$ cat config.mk
export PLATFORM = sky130hd
export DESIGN_NAME = csdf_ms_scatter
export DESIGN_NICKNAME = d
export VERILOG_FILES = /design/src/rtl/csdf_ms_pkg.sv /design/src/rtl/csdf_ms_stage.sv /design/src/rtl/csdf_ms_scatter.sv
export SDC_FILE = /design/constraint.sdc
export NUM_CORES = 1
export LEC_CHECK = 0
export ABC_AREA = 1
export CORE_MARGIN = 4
export CORE_UTILIZATION = 47
export DETAILED_ROUTE_END_ITERATION = 8
export GPL_TIMING_DRIVEN = 1
export MAX_ROUTING_LAYER = met4
export PLACE_DENSITY = 0.79
export SYNTH_ARGS = -nofsm -noshare
export SYNTH_HDL_FRONTEND = slang
export SYNTH_SLANG_ARGS = --single-unit
$ cat constraint.sdc
create_clock -name clk -period 1.9 [get_ports clk]
set_input_delay 0.475 -clock clk [delete_from_list [all_inputs] [get_ports clk]]
set_output_delay 0.475 -clock clk [all_outputs]
set_load 0.01 [all_outputs]
$ cat src/rtl/csdf_ms_pkg.sv
// Shared types and index helpers for the multi-flux scatter/gather actors.
// Token phase k maps to port k%PORTS, lane k/PORTS.
package csdf_ms_pkg;

   typedef enum logic {
      COLLECT = 1'b0,
      EMIT    = 1'b1
   } state_t;

   function automatic int tokens(input int ports, input int flux);
      return ports * flux;
   endfunction

   function automatic int idx_w(input int n);
      return (n > 1) ? $clog2(n) : 1;
   endfunction

   // Port index runs fastest across the flat lane vector.
   function automatic int lane_idx(
      input int lane,
      input int port,
      input int ports
   );
      return lane * ports + port;
   endfunction

endpackage

$ cat src/rtl/csdf_ms_stage.sv
// Staging register file: TOKENS entries of WIDTH bits, one indexed write per cycle.
// Cleared by the asynchronous reset so a discarded firing leaves no residue.
module csdf_ms_stage #(
   parameter int WIDTH  = 8,
   parameter int TOKENS = 4,
   parameter int IDX_W  = 2
) (
   input  logic             clk,
   input  logic             rst,
   input  logic             wr_en,
   input  logic [IDX_W-1:0] wr_idx,
   input  logic [WIDTH-1:0] wr_data,
   output logic [WIDTH-1:0] q [TOKENS]
);

   logic [WIDTH-1:0] mem [TOKENS];

   always_ff @(posedge clk or negedge rst) begin
      if (!rst) begin
         for (int i = 0; i < TOKENS; i++) begin
            mem[i] <= '0;
         end
      end else if (wr_en) begin
         for (int i = 0; i < TOKENS; i++) begin
            if (wr_idx == IDX_W'(i)) begin
               mem[i] <= wr_data;
            end
         end
      end
   end

   always_comb begin
      for (int i = 0; i < TOKENS; i++) begin
         q[i] = mem[i];
      end
   end

endmodule

$ cat src/rtl/csdf_ms_scatter.sv
// Cyclo-static scatter actor: collects PORTS*FLUX tokens from one stream,
// then writes them all in one all-or-nothing firing across the FIFO_MS lanes.
module csdf_ms_scatter
   import csdf_ms_pkg::*;
#(
   parameter int WIDTH = 8,
   parameter int FLUX  = 2,
   parameter int PORTS = 2,
   parameter int CNT_W = 16
) (
   input  logic                         clk,
   input  logic                         rst,
   input  logic                         in_empty,
   output logic                         in_read,
   input  logic [WIDTH-1:0]             in_data,
   input  logic [PORTS*FLUX-1:0]        out_full,
   output logic [PORTS*FLUX-1:0]        out_wr,
   output logic [PORTS*FLUX*WIDTH-1:0]  out_data,
   output logic [CNT_W-1:0]             fire_cnt
);

   localparam int TOKENS = tokens(PORTS, FLUX);
   localparam int IDX_W  = idx_w(TOKENS);

   state_t           state;
   state_t           state_nx;
   logic [IDX_W-1:0] cnt;
   logic             last;
   logic             take;
   logic             fire;
   logic [WIDTH-1:0] stage_q [TOKENS];

   assign last = (cnt == IDX_W'(TOKENS - 1));

   always_ff @(posedge clk or negedge rst) begin
      if (!rst) begin
         state <= COLLECT;
      end else begin
         state <= state_nx;
      end
   end

   always_comb begin
      state_nx = state;
      unique case (state)
         COLLECT: if (take && last) state_nx = EMIT;
         EMIT:    if (fire) state_nx = COLLECT;
         default: state_nx = COLLECT;
      endcase
   end

   // Handshakes are gated by rst so nothing moves while reset is held.
   always_comb begin
      take = 1'b0;
      fire = 1'b0;
      unique case (state)
         COLLECT: take = rst && !in_empty;
         EMIT:    fire = rst && (out_full == '0);
         default: begin
            take = 1'b0;
            fire = 1'b0;
         end
      endcase
   end

   assign in_read = take;
   assign out_wr  = {TOKENS{fire}};

   always_ff @(posedge clk or negedge rst) begin
      if (!rst) begin
         cnt <= '0;
      end else if (take) begin
         cnt <= last ? '0 : cnt + IDX_W'(1);
      end
   end

   always_ff @(posedge clk or negedge rst) begin
      if (!rst) begin
         fire_cnt <= '0;
      end else if (fire) begin
         fire_cnt <= fire_cnt + CNT_W'(1);
      end
   end

   csdf_ms_stage #(
      .WIDTH  (WIDTH),
      .TOKENS (TOKENS),
      .IDX_W  (IDX_W)
   ) u_stage (
      .clk     (clk),
      .rst     (rst),
      .wr_en   (take),
      .wr_idx  (cnt),
      .wr_data (in_data),
      .q       (stage_q)
   );

   for (genvar l = 0; l < FLUX; l++) begin : g_lane
      for (genvar p = 0; p < PORTS; p++) begin : g_port
         localparam int K = lane_idx(l, p, PORTS);
         assign out_data[K*WIDTH +: WIDTH] = stage_q[K];
      end
   end

endmodule
==> flow_summary.json <==
{
  "fmax_mhz": 546.7,
  "grt_overflow": 0,
  "synth_compound_area_share_pct": 9.858,
  "final.setup.tns_ns": 0,
  "ctsHtreeMaxLevel": 2,
  "ctsRootBufferMaster": "clkbuf_8",
  "period_needed_ns": 1.829,
  "setup_viol": 0,
  "synth-adder-area-share_pct": 2.622,
  "ant_nets": 0,
  "hp-class": "in2async",
  "r2r_start": "fire_cnt[0]$_DFFE_PN0P_",
  "post-dp-hpwl_um": 3880,
  "postLayoutCellArea_um2": 3186,
  "setup_ws_ns": 0.07098,
  "rsz0062_at_grt": "no",
  "synth_nets": 284,
  "synth_xor_area_share_pct": 2.569,
  "clock_path_buffers": 2,
  "numPortBuffers": 67,
  "maxCapViolCount": 0,
  "die_w_um": 79.25,
  "fillers": 419,
  "crit_family": "buffers and inverters",
  "synth.largest_area_cell": "dfrtp_1",
  "clk_latency_ns": 0.30,
  "grt_max_degree": 46,
  "cts_tree": "yes",
  "endpoint_kind": "output pin",
  "vias_per_cell": 4.823,
  "crit_chain": "clkdlybuf4s50_1",
  "yosysMostFrequentCell": "nand2_1",
  "synth_area_um2": 2386,
  "worst_pin_slew_ns": 0.5518,
  "report.final.slew_viol_count": 0,
  "syn_inst": 264,
  "drive_above_1_share_pct": 13.17,
  "period_share_pct": 96.26,
  "ys_seq_area_share_pct": 53.49,
  "ys_ff_latch": 51,
  "async_reset_ff_share_pct": 100.0,
  "cp.required_ns": 1.42,
  "crit_slowest_cell": "clkdlybuf4s50_1",
  "die_area_um2": 6281,
  "place_congestion": 0.8422,
  "ctsHoldBuffers": 0,
  "wl_per_cell_um": 12.95,
  "path_class": "reg2out",
  "syn_to_final_growth_pct": 33.51,
  "critical_path_arrival_ns": 1.35,
  "crit_path_max_incr_delay_ns": 0.58,
  "detail_route.iter0.violations": 114,
  "io_pins": 68,
  "synth_cell_types": 20,
  "p_leak_nw": 1.570,
  "grt_pass1_wl_um": 8873,
  "drc_errors": 0,
  "grtUsageTotal_pct": 18.43,
  "setup.worst_path.start_class": "flop",
  "dr_total_vias": 1934,
  "synth_edf_count": 0,
  "synthTopCellsByCount": "83 x nand2_1, 51 x dfrtp_1, 33 x inv_1",
  "yosys.area_share.simple_pct": 22.71,
  "ys_warn_count": 0,
  "critical_path.max_fanout": 6,
  "utilization_pct": 66.13,
  "drtPass1Iterations": 4,
  "nets": 354,
  "wl_um": 5194,
  "crit_start": "fire_cnt[9]$_DFFE_PN0P_",
  "slew_headroom_pct": 63.21,
  "ys_top_cells_by_area": "dfrtp_1 53%, nand2_1 13%, o21ai_2 5.9%",
  "grt_pass1_vias": 1883,
  "fin_skew_ns": 0.004775,
  "crit_buf_inv": 1,
  "hold_ws_ns": 0.2133,
  "status": "completed",
  "ys.flop_type": "dfrtp_1",
  "path_clk_slew_ns": 0.09,
  "fp.coreArea_um2": 4817,
  "postSynthAreaPerCell_um2": 9.038,
  "cts_buffers": 5,
  "die_height_um": 79.25,
  "antenna_found_initial": 0,
  "synth_top_family_by_area": "simple AND/OR/NAND/NOR gates",
  "hold_viol_final": 0,
  "place_ws_ns": -0.4485,
  "muxShareOfSynthArea_pct": 0,
  "synth_top_area_share_pct": 53.49,
  "vdd_drop_max_mv": 0.7866,
  "num_rows": 25,
  "cts_sinks": 51,
  "num_antenna_cells": 0,
  "start_util_pct": 49.53,
  "power.density_nw_per_um2": 1265,
  "place_area_um2": 3095
}
[state kept, by name, summed over array words and instances (netlist names)]
name / count
cnt: 2
fire_cnt: 16
state: 1
u_stage.q: 32
[placed cells by master (no fill, tap or decap), types with 5 or more instances in the layout]
cell and count:
nand2_1 83, clkdlybuf4s50_1 57, dfrtp_1 50, inv_1 33
o21ai_2 16, o21ai_1 16, nor2_1 15, nand3_1 9
nand4_1 7, buf_4 6, ha_1 5, clkbuf_8 5
[repair_timing]
item | CTS | global route
buffers inserted | 1 | 0
gates resized for setup | 20 | 5
setup endpoints to repair | 5 | 6
pin swaps | 4 | 2
[final cells by class]
cell class | count | area (um2) | area share, %
sequential | 51 | 1277 | 40.10
multi-input combinational | 170 | 900.9 | 28.28
timing repair buffer | 73 | 693.2 | 21.76
inverter | 33 | 123.9 | 3.888
tap | 67 | 83.83 | 2.632
clock buffer | 5 | 68.82 | 2.160
clock inverter | 2 | 37.54 | 1.178
[layer usage]
metal / wire [um] / vias up / global-route usage (%)
met5: 0 / - / -
met4: 63 / 0 / 5.326
met3: 251 / 4 / 3.515
met2: 2582 / 57 / 29.80
met1: 2297 / 915 / 23.80
li1: - / 958 / -
[worst reg2reg max path: cells and delay by family (launching register included)]
kind	cells	cell delay (ns)
xor gates and xnor gates	1	0.13
buffers and inverters	1	0.14
DFF	1	0.44
adders and majority gates	1	0.19
and+or+nand+nor	4	0.53
[per-stage QoR]
stage	power, mW	instances
floorplan	2.452	264
global placement	3.290	394
detailed placement	3.342	394
CTS	4.071	402
global route	4.289	401
finish	4.030	401
[power by group]
part	total [mW]	internal (mW)	switching, mW
Sequential	1.71	1.46	0.248
Combinational	1.58	0.879	0.705
Clock	0.733	0.385	0.348
Total	4.03	2.73	1.30
[final timing paths]
check / endpoint / slack, ns / cells past startpoint
max: fire_cnt[9] / 0.07 / 1
min: u_stage.q[0]$_DFFE_PN0P_ / 0.21 / 3
max reg2reg: fire_cnt[8]$_DFFE_PN0P_ / 0.37 / 7
min reg2reg: u_stage.q[2]$_DFFE_PN0P_ / 0.49 / 2
max in group asynchronous: fire_cnt[0]$_DFFE_PN0P_ / 1.18 / 2
min in group clk: u_stage.q[2]$_DFFE_PN0P_ / 0.49 / 2
[cell families after synthesis]
family	Yosys count
DFF	51
adders and majority gates	5
and+or+nand+nor	123
buffers and inverters	43
xor gates and xnor gates	7
AOI/OAI and AO/OA	35
No activity file was read; power rests on OpenSTA's default activity.
